--- src/rtl/mic1_mem_serdes.sv ---
// mic1_mem_serdes
//   Serialises one MIC-1 memory access (word address plus optional write
//   word) into little-endian BUS_W-wide beats on the TinyTapeout pin bus,
//   and collects read data the same way. Every beat is a strobe/ack
//   handshake. A beat that waits WAIT_MAX strobe cycles without an ack
//   aborts the transfer and returns it with the error flag set.
//
// Ports
//   clk, rst_n         clock, synchronous active-low reset
//   ena_i              clock enable; low freezes all state and outputs
//   req_valid_i        core request; accepted only while req_ready_o is high
//   req_ready_o        high only while idle
//   req_we_i           1 = write, 0 = read
//   req_addr_i         word address
//   req_wdata_i        write data
//   rsp_valid_o        one-cycle completion pulse
//   rsp_rdata_o        read data; kept until the next read completes, 0 after
//                      a write or an aborted transfer
//   rsp_err_o          timeout flag, qualified by rsp_valid_o
//   bus_out_o          outgoing beat (address or write data), 0 otherwise
//   bus_oe_o           high during address and write-data beats
//   bus_in_i           incoming read beat
//   bus_phase_o        00 idle, 01 address, 10 write data, 11 read data
//   bus_strobe_o       beat presented
//   bus_ack_i          beat accepted or supplied by the external side
//
// State table
//   state   | meaning
//   S_IDLE  | waiting for a core request, req_ready_o high
//   S_ADDR  | sending address beats, LSB slice first
//   S_WDATA | sending write-data beats, LSB slice first
//   S_RDATA | collecting read-data beats, LSB slice first
//   S_RESP  | one-cycle completion pulse, then back to idle
//
// All outputs come straight from flops; nothing from bus_ack_i or
// req_valid_i reaches an output without passing a register.

module mic1_mem_serdes #(
   parameter int ADDR_W   = 32,
   parameter int DATA_W   = 32,
   parameter int BUS_W    = 8,
   parameter int WAIT_MAX = 15
) (
   input  logic              clk,
   input  logic              rst_n,
   input  logic              ena_i,
   input  logic              req_valid_i,
   output logic              req_ready_o,
   input  logic              req_we_i,
   input  logic [ADDR_W-1:0] req_addr_i,
   input  logic [DATA_W-1:0] req_wdata_i,
   output logic              rsp_valid_o,
   output logic [DATA_W-1:0] rsp_rdata_o,
   output logic              rsp_err_o,
   output logic [BUS_W-1:0]  bus_out_o,
   output logic              bus_oe_o,
   input  logic [BUS_W-1:0]  bus_in_i,
   output logic [1:0]        bus_phase_o,
   output logic              bus_strobe_o,
   input  logic              bus_ack_i
);

   localparam int NA   = ADDR_W / BUS_W;
   localparam int ND   = DATA_W / BUS_W;
   localparam int NMAX = (NA > ND) ? NA : ND;
   localparam int IW   = (NMAX > 1) ? $clog2(NMAX) : 1;
   localparam int WW   = $clog2(WAIT_MAX + 1);
   localparam int TX_W = ADDR_W + DATA_W;

   localparam logic [IW-1:0] IDX_A_LAST = IW'(NA - 1);
   localparam logic [IW-1:0] IDX_D_LAST = IW'(ND - 1);
   // Compare against WAIT_MAX-1: the no-ack cycle seen while the counter
   // sits here is the one that brings it to WAIT_MAX.
   localparam logic [WW-1:0] WAIT_LAST  = WW'(WAIT_MAX - 1);

   localparam logic [1:0] PH_IDLE  = 2'b00;
   localparam logic [1:0] PH_ADDR  = 2'b01;
   localparam logic [1:0] PH_WDATA = 2'b10;
   localparam logic [1:0] PH_RDATA = 2'b11;

   typedef enum logic [2:0] {
      S_IDLE,
      S_ADDR,
      S_WDATA,
      S_RDATA,
      S_RESP
   } state_t;

   state_t            state_q;
   logic [TX_W-1:0]   tx_q;
   logic              we_q;
   logic [IW-1:0]     idx_q;
   logic [WW-1:0]     wait_q;
   logic [DATA_W-1:0] rbuf_q;
   logic              req_ready_q;
   logic              rsp_valid_q;
   logic              rsp_err_q;
   logic [DATA_W-1:0] rsp_rdata_q;
   logic [BUS_W-1:0]  bus_out_q;
   logic              bus_oe_q;
   logic              bus_strobe_q;
   logic [1:0]        bus_phase_q;

   // Address and write data travel as one shift register, address in the
   // low half, so the next outgoing beat is always the low slice.
   logic [TX_W-1:0]   req_tx;
   logic [TX_W-1:0]   tx_d;
   logic [DATA_W-1:0] rbuf_d;
   logic              beat_last;
   logic              wait_hit;

   assign req_tx    = {req_wdata_i, req_addr_i};
   assign tx_d      = tx_q >> BUS_W;
   // Read beats enter at the top and shift down, so the first beat ends
   // up in the LSB slice once all ND beats are in.
   assign rbuf_d    = (rbuf_q >> BUS_W) | (DATA_W'(bus_in_i) << (DATA_W - BUS_W));
   assign beat_last = (state_q == S_ADDR) ? (idx_q == IDX_A_LAST) : (idx_q == IDX_D_LAST);
   assign wait_hit  = (wait_q == WAIT_LAST);

   always_ff @(posedge clk) begin
      if (!rst_n) begin
         state_q      <= S_IDLE;
         tx_q         <= '0;
         we_q         <= 1'b0;
         idx_q        <= '0;
         wait_q       <= '0;
         rbuf_q       <= '0;
         req_ready_q  <= 1'b1;
         rsp_valid_q  <= 1'b0;
         rsp_err_q    <= 1'b0;
         rsp_rdata_q  <= '0;
         bus_out_q    <= '0;
         bus_oe_q     <= 1'b0;
         bus_strobe_q <= 1'b0;
         bus_phase_q  <= PH_IDLE;
      end else if (ena_i) begin
         case (state_q)
            S_IDLE: begin
               if (req_valid_i) begin
                  state_q      <= S_ADDR;
                  tx_q         <= req_tx >> BUS_W;
                  we_q         <= req_we_i;
                  idx_q        <= '0;
                  wait_q       <= '0;
                  req_ready_q  <= 1'b0;
                  bus_out_q    <= req_tx[BUS_W-1:0];
                  bus_oe_q     <= 1'b1;
                  bus_strobe_q <= 1'b1;
                  bus_phase_q  <= PH_ADDR;
               end
            end

            S_ADDR, S_WDATA, S_RDATA: begin
               if (bus_ack_i) begin
                  wait_q <= '0;
                  if (state_q == S_RDATA) begin
                     rbuf_q <= rbuf_d;
                  end
                  if (!beat_last) begin
                     idx_q <= idx_q + 1'b1;
                     if (state_q != S_RDATA) begin
                        bus_out_q <= tx_q[BUS_W-1:0];
                        tx_q      <= tx_d;
                     end
                  end else if (state_q == S_ADDR) begin
                     idx_q <= '0;
                     if (we_q) begin
                        state_q     <= S_WDATA;
                        bus_phase_q <= PH_WDATA;
                        bus_out_q   <= tx_q[BUS_W-1:0];
                        tx_q        <= tx_d;
                     end else begin
                        state_q     <= S_RDATA;
                        bus_phase_q <= PH_RDATA;
                        bus_oe_q    <= 1'b0;
                        bus_out_q   <= '0;
                     end
                  end else begin
                     state_q      <= S_RESP;
                     rsp_valid_q  <= 1'b1;
                     rsp_err_q    <= 1'b0;
                     rsp_rdata_q  <= (state_q == S_RDATA) ? rbuf_d : '0;
                     bus_out_q    <= '0;
                     bus_oe_q     <= 1'b0;
                     bus_strobe_q <= 1'b0;
                     bus_phase_q  <= PH_IDLE;
                  end
               end else if (wait_hit) begin
                  state_q      <= S_RESP;
                  rsp_valid_q  <= 1'b1;
                  rsp_err_q    <= 1'b1;
                  rsp_rdata_q  <= '0;
                  wait_q       <= '0;
                  bus_out_q    <= '0;
                  bus_oe_q     <= 1'b0;
                  bus_strobe_q <= 1'b0;
                  bus_phase_q  <= PH_IDLE;
               end else begin
                  wait_q <= wait_q + 1'b1;
               end
            end

            S_RESP: begin
               state_q     <= S_IDLE;
               rsp_valid_q <= 1'b0;
               req_ready_q <= 1'b1;
            end

            default: begin
               state_q      <= S_IDLE;
               req_ready_q  <= 1'b1;
               rsp_valid_q  <= 1'b0;
               bus_out_q    <= '0;
               bus_oe_q     <= 1'b0;
               bus_strobe_q <= 1'b0;
               bus_phase_q  <= PH_IDLE;
            end
         endcase
      end
   end

   assign req_ready_o  = req_ready_q;
   assign rsp_valid_o  = rsp_valid_q;
   assign rsp_err_o    = rsp_err_q;
   assign rsp_rdata_o  = rsp_rdata_q;
   assign bus_out_o    = bus_out_q;
   assign bus_oe_o     = bus_oe_q;
   assign bus_strobe_o = bus_strobe_q;
   assign bus_phase_o  = bus_phase_q;

endmodule
--- config.mk ---
export PLATFORM = sky130hd
export DESIGN_NAME = mic1_mem_serdes
export DESIGN_NICKNAME = d
export VERILOG_FILES = /design/src/rtl/mic1_mem_serdes.sv
export SDC_FILE = /design/constraint.sdc
export NUM_CORES = 1
export LEC_CHECK = 0
export CAP_MARGIN = 25
export CORE_AREA = 4 4 128 130
export DETAILED_ROUTE_END_ITERATION = 12
export DIE_AREA = 0 0 132 134
export GPL_TIMING_DRIVEN = 0
export PLACE_DENSITY = 0.65
export RECOVER_POWER = 25
export SYNTH_ARGS = -nofsm -noshare
export SYNTH_HDL_FRONTEND = slang
export SYNTH_SLANG_ARGS = --single-unit
--- constraint.sdc ---
create_clock -name clk -period 2.7 [get_ports clk]
set_clock_uncertainty 0.2 [all_clocks]
set_input_delay 0.27 -clock clk [delete_from_list [all_inputs] [get_ports clk]]
set_output_delay 0.27 -clock clk [all_outputs]
set_load 0.005 [all_outputs]
Yosys cells after proc, flatten, opt, wreduce, memory -nomap -nowiden --
Index checks and enable logic that the tools add are counted.
Word-level totals: bits in registers 153, output and inout bits 47, bits of input ports 78, word-level logic and storage cells 118
Operators by class: eq/ne operators 19, bitwise operators 4, multiplexer cells 62, reduce and logical (&&, ||, !) cells 17, add/sub/neg operators 2
Operators with widths (count):
- $mux W64 | 6
- $mux W32 | 5
- $pmux W64 S2 | 1
- $mux W8 | 7
- $or A24 B32 Y32 | 1
- $reduce_and A5 Y1 | 5
- $pmux W8 S3 | 1
- $mux W2 | 9
- $ne A3 B3 Y1 const B | 6
- $mux W1 | 17
- $mux W3 | 5
- $mux W4 | 3
- $reduce_and A6 Y1 | 2
- $reduce_and A3 Y1 | 3
- $ne A4 B4 Y1 const B | 2
- $pmux W4 S2 | 1
- $reduce_and A4 Y1 | 2
- $reduce_and A7 Y1 | 1
- $eq A3 B2 Y1 const B | 2
- $ne A2 B2 Y1 const B | 3
- $pmux W1 S3 | 2
- $pmux W2 S3 | 1
- $pmux W3 S2 | 1
- $add A4 B1 Y4 const B | 1
- 13 further kinds | 17

Logic depth before layout (Yosys ltp) --
word-level depth 5, mapped depth 10, mapped depth without buffers 7

Least setup slack after synthesis --
OpenSTA, ideal clock, no wires.
path type flip-flop to flip-flop, from register state_q[1], to register tx_q[53], setup time 128 ps, stages on the path, launching flop included 11, period minus slack after synthesis 1971 ps, data required time 2372 ps, path buffers 5, arrival time 1643 ps, setup slack 729 ps, path through dfxtp_1 > buf_6 > or2_1 > buf_6 > o21a_4 > o21a_1 > buf_2 > buf_6 > buf_6 > mux2i_1 > nor2_1
Between the ends: word-level cells in the longest chain between the ends 4, elaborated cells between the ends (all ways) 14, classes of those cells eq/ne: 9; mux: 1; reduce/logical: 4
RTL lines:
- start: declaration | line 89 | state_t state_q;
- start signal: assignment | line 122 | state_q <= S_IDLE;
- start signal: assignment | line 140 | state_q <= S_ADDR;
- start signal: assignment | line 168 | state_q <= S_WDATA;
- $eq A3 B2 Y1 / $eq A3 B1 Y1 (equally long branches) | line 137, 117, 165
- $reduce_or A3 Y1 | line 137 | case (state_q)
- $ne A3 B3 Y1 (no line), or another cell as far along
- $reduce_and A7 Y1 (no line)
- end signal: assignment | line 141 | tx_q <= req_tx >> BUS_W;
- end signal: assignment | line 163 | tx_q <= tx_d;
- end signal: assignment | line 171 | tx_q <= tx_d;
- end: declaration | line 90 | logic [TX_W-1:0] tx_q;
Parallel ways exist; a longest one is shown, timed or not. A chain may end at the register's enable or synchronous reset.

Worst setup path after layout --
from register wait_q[0], to register rsp_rdata_q[3] (netlist: rsp_rdata_o[3])
Between the ends: word-level cells in the longest chain between the ends 3
RTL lines:
- start: declaration | line 93 | logic [WW-1:0] wait_q;
- start signal: assignment | line 199 | wait_q <= wait_q + 1'b1;
- $eq A4 B4 Y1 | line 118 | assign wait_hit = (wait_q == WAIT_LAST);
- $reduce_bool A2 Y1 (no line)
- $reduce_and A5 Y1 (no line)
- end signal: assignment | line 182 | rsp_rdata_q <= (state_q == S_RDATA) ? rbuf_d : '0;
- end: declaration | line 98 | logic [DATA_W-1:0] rsp_rdata_q;
Every way passes these cells.

==> metrics.md <==
| Metric | Value |
|---|---|
| Outcome | finished clean |
| Die height | 134 um |
| Initial antenna violation count | 1 |
| Clock sinks | 137 |
| FF+latch area | 2743 um2 |
| Clock Pin Slew Worst Setup and Hold Paths | 60 ps |
| CP Depth | 8 |
| CTS buffer count | 17 |
| Routed Antenna Nets | 0 |
| Crit path DAT | 2550 ps |
| First-pass GRT wire length | 25,530 um |
| Clk pwr share | 44.6% |
| Min Tclk post-route | 2401 ps |
| Max Slew Vio Count | 0 |
| HPWL after detailed placement | 11,730 um |
| Worst Max-Slew Pin Slew | 926.3 ps |
| Fraction of registers with async set/reset | 0% |
| Full die area | 17,690 um2 |
| WP data required | 2850 ps |
| #FFs+latches synth | 137 |
| Initial Util | 39.35% |
| Drt initial violations | 324 |
| Final-stage net count | 928 |
| Depth of the most critical reg-to-reg path | 8 |
| Pin count of the biggest net entering global routing | 17 |
| Wire per inst | 14.92 um |
| Pint | 3999 uW |
| Commonest non-fill, non-tap cells in the layout | nand2_1, dfxtp_1, clkdlybuf4s50_1 |
| Die width | 132 um |
| Multi-input logic area | 2883 um2 |
| Hold-critical path depth | 3 |
| HP Class | input port to flip-flop |
| Max Clock Freq | 416.4 MHz |
| Flop pwr share | 40.7% |
| DRC errors left | 0 |
| Top Family by Delay on Critical Path | buffers and inverters |
| CTS H-tree lvls | 4 |
| Critical path endpoint category | flip-flop |
| Router iterations before antenna repair | 5 |
| Final setup violation count | 0 |
| Net Sw Power | 1397 uW |
| Final Power | 5396 uW |
| Fin. Hold Viols | 0 |
| Switch share | 25.88% |
| # IOs | 125 |
| Post-Synthesis Cells | 705 |
| Fillers | 1,427 |
| Std-Cell Rows | 45 |
| RD Place Congestion | 0.8403 |
| Clock Tree Buf Depth | 2 |
| GRT Overall Usage | 17.83% |
| Post-synth EDFFs | 0 |
| Relative slew slack | 37.38% |
| Startpoint Class | flip-flop |
| Most used cell, CP | clkbuf_1 |
| Mapped Nets | 786 |
| Comb pwr share | 14.7% |
| Most used DFF post-synth | dfxtp_1 |
| Root Buffer | clkbuf_16 |
| Period utilisation layout | 88.94% |
| Pleak | 0.002919 uW |
| PortBufs | 122 |
| Critical-path top delay cell | a31oi_1 |
| Total Routed Length | 15,640 um |
| Synthesis-to-finish area growth | 35.06% |
| Mapped cell area | 5959 um2 |
| # diodes | 0 |
| P per Cell Area | 670.4 nW/um2 |
| Largest fanout on the critical path | 10 |
| Crit Path Category | flip-flop to flip-flop |
| GRT Residual Overflow | 0 |
| Commonest non-fill, non-tap cell in the layout | nand2_1 |
| Maxcap violations | 0 |
| Synth cell types | 40 |
| Mean Syn Cell Area | 8.453 um2 |
| RSZ-0062 raised after global routing | no |
| Worst path bufs/invs | 3 |
| Vias in the first global route | 5,178 |
| Setup_tns | 0 ps |
| Largest vdd supply drop | 0.4511 mV |
| TritonCTS clock tree | yes |
| Largest stage delay, worst path | 420 ps |
| Vias per Instance | 5.089 |
| Share of layout cells above drive strength 1 | 12.33% |
| Crit-path cells | inv_1, ha_1, a31oi_1, or3_1, clkbuf_1, clkbuf_1, nand2_1, a21oi_1 |
| Sequential-to-total area share from yosys stat | 46.02% |
| Syn. warnings | 0 |
| Clock Latency Late Sink | 420 ps |
| Vias after detailed routing | 5,333 |
| Core ar. | 15,150 um2 |
[power by group through the flow]
stage | sequential, uW | combinational [uW] | clock [uW]
6_report | 2200 | 794 | 2410
2_1_floorplan | 2230 | 523 | 0
4_1_cts | 2200 | 808 | 2450
3_3_place_gp | 2240 | 799 | 0
3_5_place_dp | 2240 | 805 | 0
5_1_grt | 2210 | 878 | 2530
[kinds of logic (layout without fill, tap and decap cells)]
family | Yosys count | count (layout) | synth area share (%)
compound gates | 154 | 154 | 22.36
fa+ha+maj | 3 | 3 | 0.6299
buf+inv | 66 | 221 | 5.606
flops | 137 | 137 | 46.02
mux | 9 | 9 | 1.512
simple gates | 336 | 336 | 23.87
[state kept, by name, summed over array words and instances (netlist names), 2 cells and up]
name / cells
bus_out_o: 8
bus_phase_o: 2
idx_q: 2
rbuf_q: 24
rsp_rdata_o: 32
state_q: 3
tx_q: 56
wait_q: 4
[synth_stat cells, types with 2 or more instances]
cell type	n	area (um2)
nor3_1	4	20.02
a22oi_1	10	75.07
dfxtp_1	137	2743
ha_1	3	37.54
o21ai_0	12	60.06
mux2i_1	9	90.09
nand3_1	37	185.2
buf_6	9	101.4
nor2_1	74	277.8
nor2b_1	13	81.33
buf_4	2	15.01
buf_1	2	7.510
buf_2	9	45.04
inv_1	3	11.26
nand2b_1	4	25.02
a211oi_1	11	82.58
a311oi_2	48	720.7
and2_1	2	12.51
a21oi_1	65	325.3
clkbuf_1	40	150.1
nand2_1	189	709.4
or3_1	3	18.77
and4b_1	2	20.02
[worst paths after layout]
path                    from         endpoint  slack [ps]
min                    ena_i      req_ready_o          50
max                wait_q[0]   rsp_rdata_o[3]         300
max reg2reg        wait_q[0]   rsp_rdata_o[3]         300
min reg2reg  rsp_rdata_o[30]  rsp_rdata_o[30]         240
[cell type report]
class	instances	share of cell area, %
clock inverters	13	2.099
clock buffers	19	5.627
repair buffers	123	15.30
multi-input cells	502	35.82
well taps	188	2.922
plain buffers	62	3.979
flip-flops and latches	137	34.07
inverters	4	0.1865
[layer usage]
metal	global-route usage, %	wire length, um	share of wire (%)	up-vias
met5	0	7	0.045	-
met4	5.484	204	1.3	2
met3	5.064	834	5.3	16
met2	28.82	7299	47	121
met1	23.21	7295	47	2483
li1	-	-	-	2711
[worst reg2reg max path, delay by kind of cell, from the launching register on]
| family | cells | cell delay [ps] |
|---|---|---|
| and+or+nand+nor | 2 | 280 |
| adders and majority gates | 1 | 210 |
| DFF | 1 | 390 |
| AOI/OAI and AO/OA | 2 | 560 |
| buffers and inverters | 3 | 690 |
[metrics by stage]
step           worst slack [ps]  hold slack, ps  area (um2)  utilization [%]  cells
3_5_place_dp              195.4           244.3        7416            48.96   1015
2_1_floorplan             729.2           191.7        5959                -    705
3_3_place_gp              216.5           239.9        7416            48.96   1015
5_1_grt                   67.04           99.12        8049            53.14   1048
4_1_cts                   290.3           46.71        8048            53.14   1048
6_report                  298.6           54.22        8049            53.14   1048
[what timing repair did]
action / 4_1_cts / 5_1_grt
hold buffers: 1 / 0
endpoints found under the hold margin: 1 / 0
resized for setup: 0 / 2
buffers inserted: 0 / 0
setup endpoints to repair: 0 / 3
(Power assumes the default switching activity.)
